<file path="src/rtl/mult_block_host.sv">
// Host-side initiator for the block multiplier: streams 2^LOGDEPTH generated operand pairs,
// reads the stored block back and checks every product, accumulating checksum and error count.
module mult_block_host #(
    parameter int LOGDEPTH = 6,
    parameter int WIDTH    = 32,
    parameter int TIMEOUT  = 255
) (
    input  logic                clk,
    input  logic                rst_n,
    input  logic                start,
    input  logic [15:0]         seed_a,
    input  logic [15:0]         seed_b,
    input  logic [15:0]         step_a,
    input  logic [15:0]         step_b,
    output logic                EN_mult,
    output logic [15:0]         mult_input0,
    output logic [15:0]         mult_input1,
    input  logic                RDY_mult,
    output logic                EN_blockRead,
    input  logic                VALID_memVal,
    input  logic [WIDTH-1:0]    memVal_data,
    output logic                busy,
    output logic                done,
    output logic [LOGDEPTH:0]   rx_count,
    output logic [LOGDEPTH:0]   err_count,
    output logic [WIDTH-1:0]    checksum,
    output logic                timeout
);

    // state      | meaning
    // S_IDLE     | waiting for start; results of last block held
    // S_ISSUE    | presenting operand pairs to the multiplier
    // S_WAIT_FULL| all pairs sent, waiting for RDY_mult to fall
    // S_REQ      | EN_blockRead high until the first returned word
    // S_COLLECT  | checking returned words in index order
    // S_DONE     | one-cycle done pulse
    typedef enum logic [2:0] {
        S_IDLE, S_ISSUE, S_WAIT_FULL, S_REQ, S_COLLECT, S_DONE
    } state_t;

    localparam int DEPTH = 1 << LOGDEPTH;
    localparam int TW    = (TIMEOUT > 0) ? $clog2(TIMEOUT + 1) : 1;
    localparam logic [LOGDEPTH:0] LAST    = (LOGDEPTH + 1)'(DEPTH - 1);
    localparam logic [LOGDEPTH:0] CNT_ONE = (LOGDEPTH + 1)'(1);
    localparam logic [TW-1:0]     TMR_MAX = TW'(TIMEOUT);
    localparam logic [TW-1:0]     TMR_ONE = TW'(1);

    state_t state_q, state_d;

    logic [LOGDEPTH:0] iss_idx;
    logic [15:0]       op_a, op_b, stp_a, stp_b, exp_a, exp_b;
    logic [TW-1:0]     timer;
    logic [31:0]       exp_prod;
    logic              mismatch;

    logic start_blk, accept, proc_word, tmr_load, tmr_dec, set_timeout;

    assign exp_prod = 32'(exp_a) * 32'(exp_b);
    assign mismatch = (memVal_data != WIDTH'(exp_prod));

    assign EN_mult      = (state_q == S_ISSUE);
    assign EN_blockRead = (state_q == S_REQ);
    assign busy         = (state_q != S_IDLE) && (state_q != S_DONE);
    assign done         = (state_q == S_DONE);
    assign mult_input0  = op_a;
    assign mult_input1  = op_b;

    always_ff @(posedge clk or negedge rst_n) begin
        if (!rst_n) state_q <= S_IDLE;
        else        state_q <= state_d;
    end

    always_comb begin
        state_d     = state_q;
        start_blk   = 1'b0;
        accept      = 1'b0;
        proc_word   = 1'b0;
        tmr_load    = 1'b0;
        tmr_dec     = 1'b0;
        set_timeout = 1'b0;
        case (state_q)
            S_IDLE: begin
                if (start) begin
                    start_blk = 1'b1;
                    state_d   = S_ISSUE;
                end
            end
            S_ISSUE: begin
                if (RDY_mult) begin
                    accept = 1'b1;
                    if (iss_idx == LAST) begin
                        tmr_load = 1'b1;
                        state_d  = S_WAIT_FULL;
                    end
                end
            end
            S_WAIT_FULL: begin
                if (!RDY_mult) begin
                    tmr_load = 1'b1;
                    state_d  = S_REQ;
                end else if (timer == '0) begin
                    set_timeout = 1'b1;
                    state_d     = S_DONE;
                end else begin
                    tmr_dec = 1'b1;
                end
            end
            S_REQ: begin
                if (VALID_memVal) begin
                    proc_word = 1'b1;
                    state_d   = (DEPTH == 1) ? S_DONE : S_COLLECT;
                end else if (timer == '0) begin
                    set_timeout = 1'b1;
                    state_d     = S_DONE;
                end else begin
                    tmr_dec = 1'b1;
                end
            end
            S_COLLECT: begin
                if (!VALID_memVal) begin
                    state_d = S_DONE;
                end else begin
                    proc_word = 1'b1;
                    if (rx_count == LAST) state_d = S_DONE;
                end
            end
            S_DONE:  state_d = S_IDLE;
            default: state_d = S_IDLE;
        endcase
    end

    // Operand generation and the expected-product sequence advance independently.
    always_ff @(posedge clk or negedge rst_n) begin
        if (!rst_n) begin
            iss_idx   <= '0;
            op_a      <= '0;
            op_b      <= '0;
            stp_a     <= '0;
            stp_b     <= '0;
            exp_a     <= '0;
            exp_b     <= '0;
            timer     <= '0;
            rx_count  <= '0;
            err_count <= '0;
            checksum  <= '0;
            timeout   <= 1'b0;
        end else begin
            if (start_blk) begin
                iss_idx   <= '0;
                op_a      <= seed_a;
                op_b      <= seed_b;
                stp_a     <= step_a;
                stp_b     <= step_b;
                exp_a     <= seed_a;
                exp_b     <= seed_b;
                rx_count  <= '0;
                err_count <= '0;
                checksum  <= '0;
                timeout   <= 1'b0;
            end
            if (accept) begin
                iss_idx <= iss_idx + CNT_ONE;
                op_a    <= op_a + stp_a;
                op_b    <= op_b + stp_b;
            end
            if (tmr_load)      timer <= TMR_MAX;
            else if (tmr_dec)  timer <= timer - TMR_ONE;
            if (set_timeout)   timeout <= 1'b1;
            if (proc_word) begin
                checksum <= checksum + memVal_data;
                rx_count <= rx_count + CNT_ONE;
                if (mismatch) err_count <= err_count + CNT_ONE;
                exp_a <= exp_a + stp_a;
                exp_b <= exp_b + stp_b;
            end
        end
    end

endmodule

</file>
<file path="config.mk">
export PLATFORM = sky130hd
export DESIGN_NAME = mult_block_host
export DESIGN_NICKNAME = d
export VERILOG_FILES = /design/src/rtl/mult_block_host.sv
export SDC_FILE = /design/constraint.sdc
export NUM_CORES = 1
export LEC_CHECK = 0
export CAP_MARGIN = 10
export CORE_ASPECT_RATIO = 2
export CORE_UTILIZATION = 50
export CTS_CLUSTER_DIAMETER = 200
export DETAILED_ROUTE_END_ITERATION = 10
export GPL_ROUTABILITY_DRIVEN = 0
export PLACE_DENSITY = 0.71
export SETUP_SLACK_MARGIN = 0.1
export SYNTH_ARGS = -nofsm -noshare
export SYNTH_HDL_FRONTEND = slang
export SYNTH_SLANG_ARGS = --single-unit
</file>
<file path="constraint.sdc">
create_clock -name clk -period 11 [get_ports clk]
set_clock_uncertainty 0.15 [all_clocks]
set_input_delay 2.2 -clock clk [delete_from_list [all_inputs] [get_ports clk]]
set_output_delay 2.2 -clock clk [all_outputs]
set_load 0.02 [all_outputs]
</file>
==> impl_summary.log <==
INFO  metric post_cts_resize_count = 0
INFO  metric num_vias = 17220
INFO  metric die_width = 142.0 um
INFO  metric hpwl = 48.06 mm
INFO  metric synth.top_cells.by_area = sky130_fd_sc_hd__dfrtp_1 (21%), sky130_fd_sc_hd__fa_1 (20%), sky130_fd_sc_hd__ha_1 (13%), sky130_fd_sc_hd__nand2_1 (7.0%), sky130_fd_sc_hd__inv_1 (4.4%)
INFO  metric first_iteration_detailed_routing_drc_count = 1088
INFO  metric initial_core_util = between 50 and 60%
INFO  metric cp.buffers_inverters = 3
INFO  metric synthCells = 2244
INFO  metric post_cts.repair.setup_buffers = 0
INFO  metric critical_path.most_common_cell = sky130_fd_sc_hd__fa_1
INFO  metric clk_path_buf_depth = 2
INFO  metric mappedNetlistNets = 2744
INFO  metric dieArea = around 40000 um^2
INFO  metric drt_first_pass_iters = 5
INFO  metric cp.required = 11220 ps
INFO  metric synth.largest_area_cell = sky130_fd_sc_hd__dfrtp_1
INFO  metric first_pass_grt_wire_length = 96.77 mm
INFO  metric std_cell_rows = 102
INFO  metric grt_setup_unrepaired = no
INFO  metric first_global_vias = 18130
INFO  metric crit_path_top_delay_cell = sky130_fd_sc_hd__dfrtp_1
INFO  metric cts.root.buffer_cell = sky130_fd_sc_hd__clkbuf_16
INFO  metric post-route-util = 58.01%
INFO  metric critical_path.startpoint_type = flip-flop
INFO  metric worstSkewPairLatency = 460 ps
INFO  metric ant_nets = 0
INFO  metric number_of_remaining_drc_errors = 0
INFO  metric max_clock_freq = 0.1240 GHz
INFO  metric die_height = about 280 um
INFO  metric series_of_cell_instances_along_the_critical_path = nand2_1 -> fa_1 -> fa_1 -> inv_1 -> fa_1 -> inv_1 -> fa_1 -> fa_1 -> fa_1 -> inv_1 -> ha_1 -> xnor2_1 -> a211oi_1 -> a221o_1 -> a2111oi_0 -> nand4_1 -> or4_4 -> nor4_4 -> a41oi_4 -> nand4_1 -> mux2i_1
INFO  metric critical_path.top_delay_family = adder cells
INFO  metric worst_setup_path_end_kind = flip-flop
INFO  metric cts_max_level = 4
INFO  metric wire_per_inst = about 21 um
INFO  metric run_status = finished, final reports clean
INFO  metric clkTransAtPathRegs = ~90 ps
INFO  metric yosys_warnings = 0
INFO  metric synthDistinctLibCells = 72
INFO  metric final_max_slew_viol_count = 0
INFO  metric worst_setup_slack_final = ~3000 ps
INFO  metric post-route-cell-area = 22430 um^2
INFO  metric fin_nets = 2858
INFO  metric crit_path_max_incr_delay = 790 ps
INFO  metric dp_slack = 3051 ps
INFO  metric avgSynthCellArea = 8.732 um^2
INFO  metric totalNegativeSetupSlack = 0 ps
INFO  metric netlist.area_leader.share = 20.56%
INFO  metric worstMarginPinSlew = 953.6 ps
INFO  metric yosysSeqAreaShare = 20.56%
INFO  metric most_used_flip_flop_cell_after_synthesis = sky130_fd_sc_hd__dfrtp_1
INFO  metric synth_async_sr_flop_share = 100.0%
INFO  metric cts_sinks = 161
INFO  metric detailed_place.area = 21780 um^2
INFO  metric tritoncts = built
INFO  metric final_period_minus_worst_setup_slack = 8063 ps
INFO  metric holdCritPathClass = reg -> reg
INFO  metric gr-total-overflow = 0
INFO  metric mappedNetlistArea = 19600 um^2
INFO  metric grt.total_usage = about a third
INFO  metric holdBufCountCts = 0
INFO  metric setup_viol_count_final = 0
INFO  metric route.detailed.vias_per_inst = 5.953
INFO  metric maxCapViolations = 0
INFO  metric port_buffers = 183
INFO  metric register_bit_count_reported_by_yosys = 161
INFO  metric fin_crit_sh = 73.30%
INFO  metric number_of_flops_mapped_to_enable_cells_by_yosys = 0
INFO  metric syn2layout_area_growth = 14.49%
INFO  metric worst_relative_slew_slack = about 36%
INFO  metric path_max_fanout = 18
INFO  metric ports = 184
INFO  metric core = 38670 um^2
INFO  metric post_route_wl = roughly 62 mm
INFO  metric worst_ep_arrival_time = around 8300 ps
INFO  metric hold_violations = 0
INFO  metric timing.setup.critical_path_class = reg -> reg
INFO  metric post_route_cells_drive_above_1_share = ~3.2%
INFO  metric grt_start_max_net_pins = 84
INFO  metric antenna_found_initial = 1
INFO  metric tritoncts.num_buffers = 17
layout make-up:
type,count,area [um^2]
diodes,1,2.502
clock buffers,17,425.4
well taps,520,650.6
clock inverters,15,225.2
repair buffers,194,1916
flip-flops and latches,161,4029
fillers,3412,16240
multi-input cells,1756,14330
inverters,228,855.8
synth_stat cells (68+ instances only):
cell type,number
sky130_fd_sc_hd__nand2_1,364
sky130_fd_sc_hd__inv_1,228
sky130_fd_sc_hd__dfrtp_1,161
sky130_fd_sc_hd__nor2_1,68
sky130_fd_sc_hd__o21ai_0,120
sky130_fd_sc_hd__xnor2_1,78
sky130_fd_sc_hd__clkbuf_1,86
sky130_fd_sc_hd__ha_1,200
sky130_fd_sc_hd__a21oi_1,105
sky130_fd_sc_hd__fa_1,199
sky130_fd_sc_hd__and2_1,107
sky130_fd_sc_hd__nand3_1,68
final timing paths:
check | cells past startpoint | startpoint | slack [ps] | to
max | 21 | exp_a[14] | 2940 | err_count[6]
max in group asynchronous | 3 | rst_n | 7250 | checksum[3]
min in group asynchronous | 1 | rst_n | 1550 | exp_a[12]
min reg2reg | 1 | iss_idx[3] | 350 | iss_idx[3]
min | 1 | iss_idx[3] | 350 | iss_idx[3]
max reg2reg | 21 | exp_a[14] | 2940 | err_count[6]
layer usage:
layer  routed length (um)  up-vias  global-route usage [%]
met2                32640      727                   57.99
met5                    0        -                       0
met3                 3230      276                   4.874
met4                 4644        0                   22.66
met1                21110     8408                   32.91
li1                     -     7806                       -
cell usage in the layout, fill, tap and decap left out, drive strengths merged, types with 13 or more instances in the layout:
master and count:
a21o 43, a21oi 111, a221o 14, a22oi 45, and2 107, and3 22, clkbuf 17, clkdlybuf4s50 182
dfrtp 161, fa 199, ha 200, inv 234, nand2 365, nand2b 19, nand3 68, nand4 18
nor2 68, nor3 21, o211ai 16, o21a 20, o21ai 134, o21bai 13, o31ai 20, xnor2 78
xor2 39
per-stage QoR:
stage,hold slack (ps),cells
after floorplan,305.2,2244
after global placement,328.8,2859
after detailed placement,333.1,2859
after CTS,349.3,2891
after global routing,380.0,2892
final,351.3,2892
registers in the layout, indices dropped and copies added, names as in the netlist, 3 cells and up:
register,cells
mult_input1,16
state_q,3
stp_b,16
exp_a,16
err_count,7
exp_b,16
stp_a,16
timer,8
mult_input0,16
rx_count,7
checksum,32
iss_idx,7
cell families (layout without fill, tap and decap cells):
group                    after synthesis  count (layout)  synth area share (%)
AND/OR/NAND/NOR                      737             737                 17.69
AO/OA/AOI/OAI                        491             491                 16.37
buffers and inverters                327             454                 6.398
flip-flops                           161             161                 20.56
XOR/XNOR                             117             117                 5.268
multiplexers                          12              12                0.6130
adder cells (fa/ha/maj)              399             399                 33.10
other                                  0               1                     0
Power is left out: the tool's default activity adds up to more than one toggle a clock period on the data nets, which glitch-free logic cannot reach.
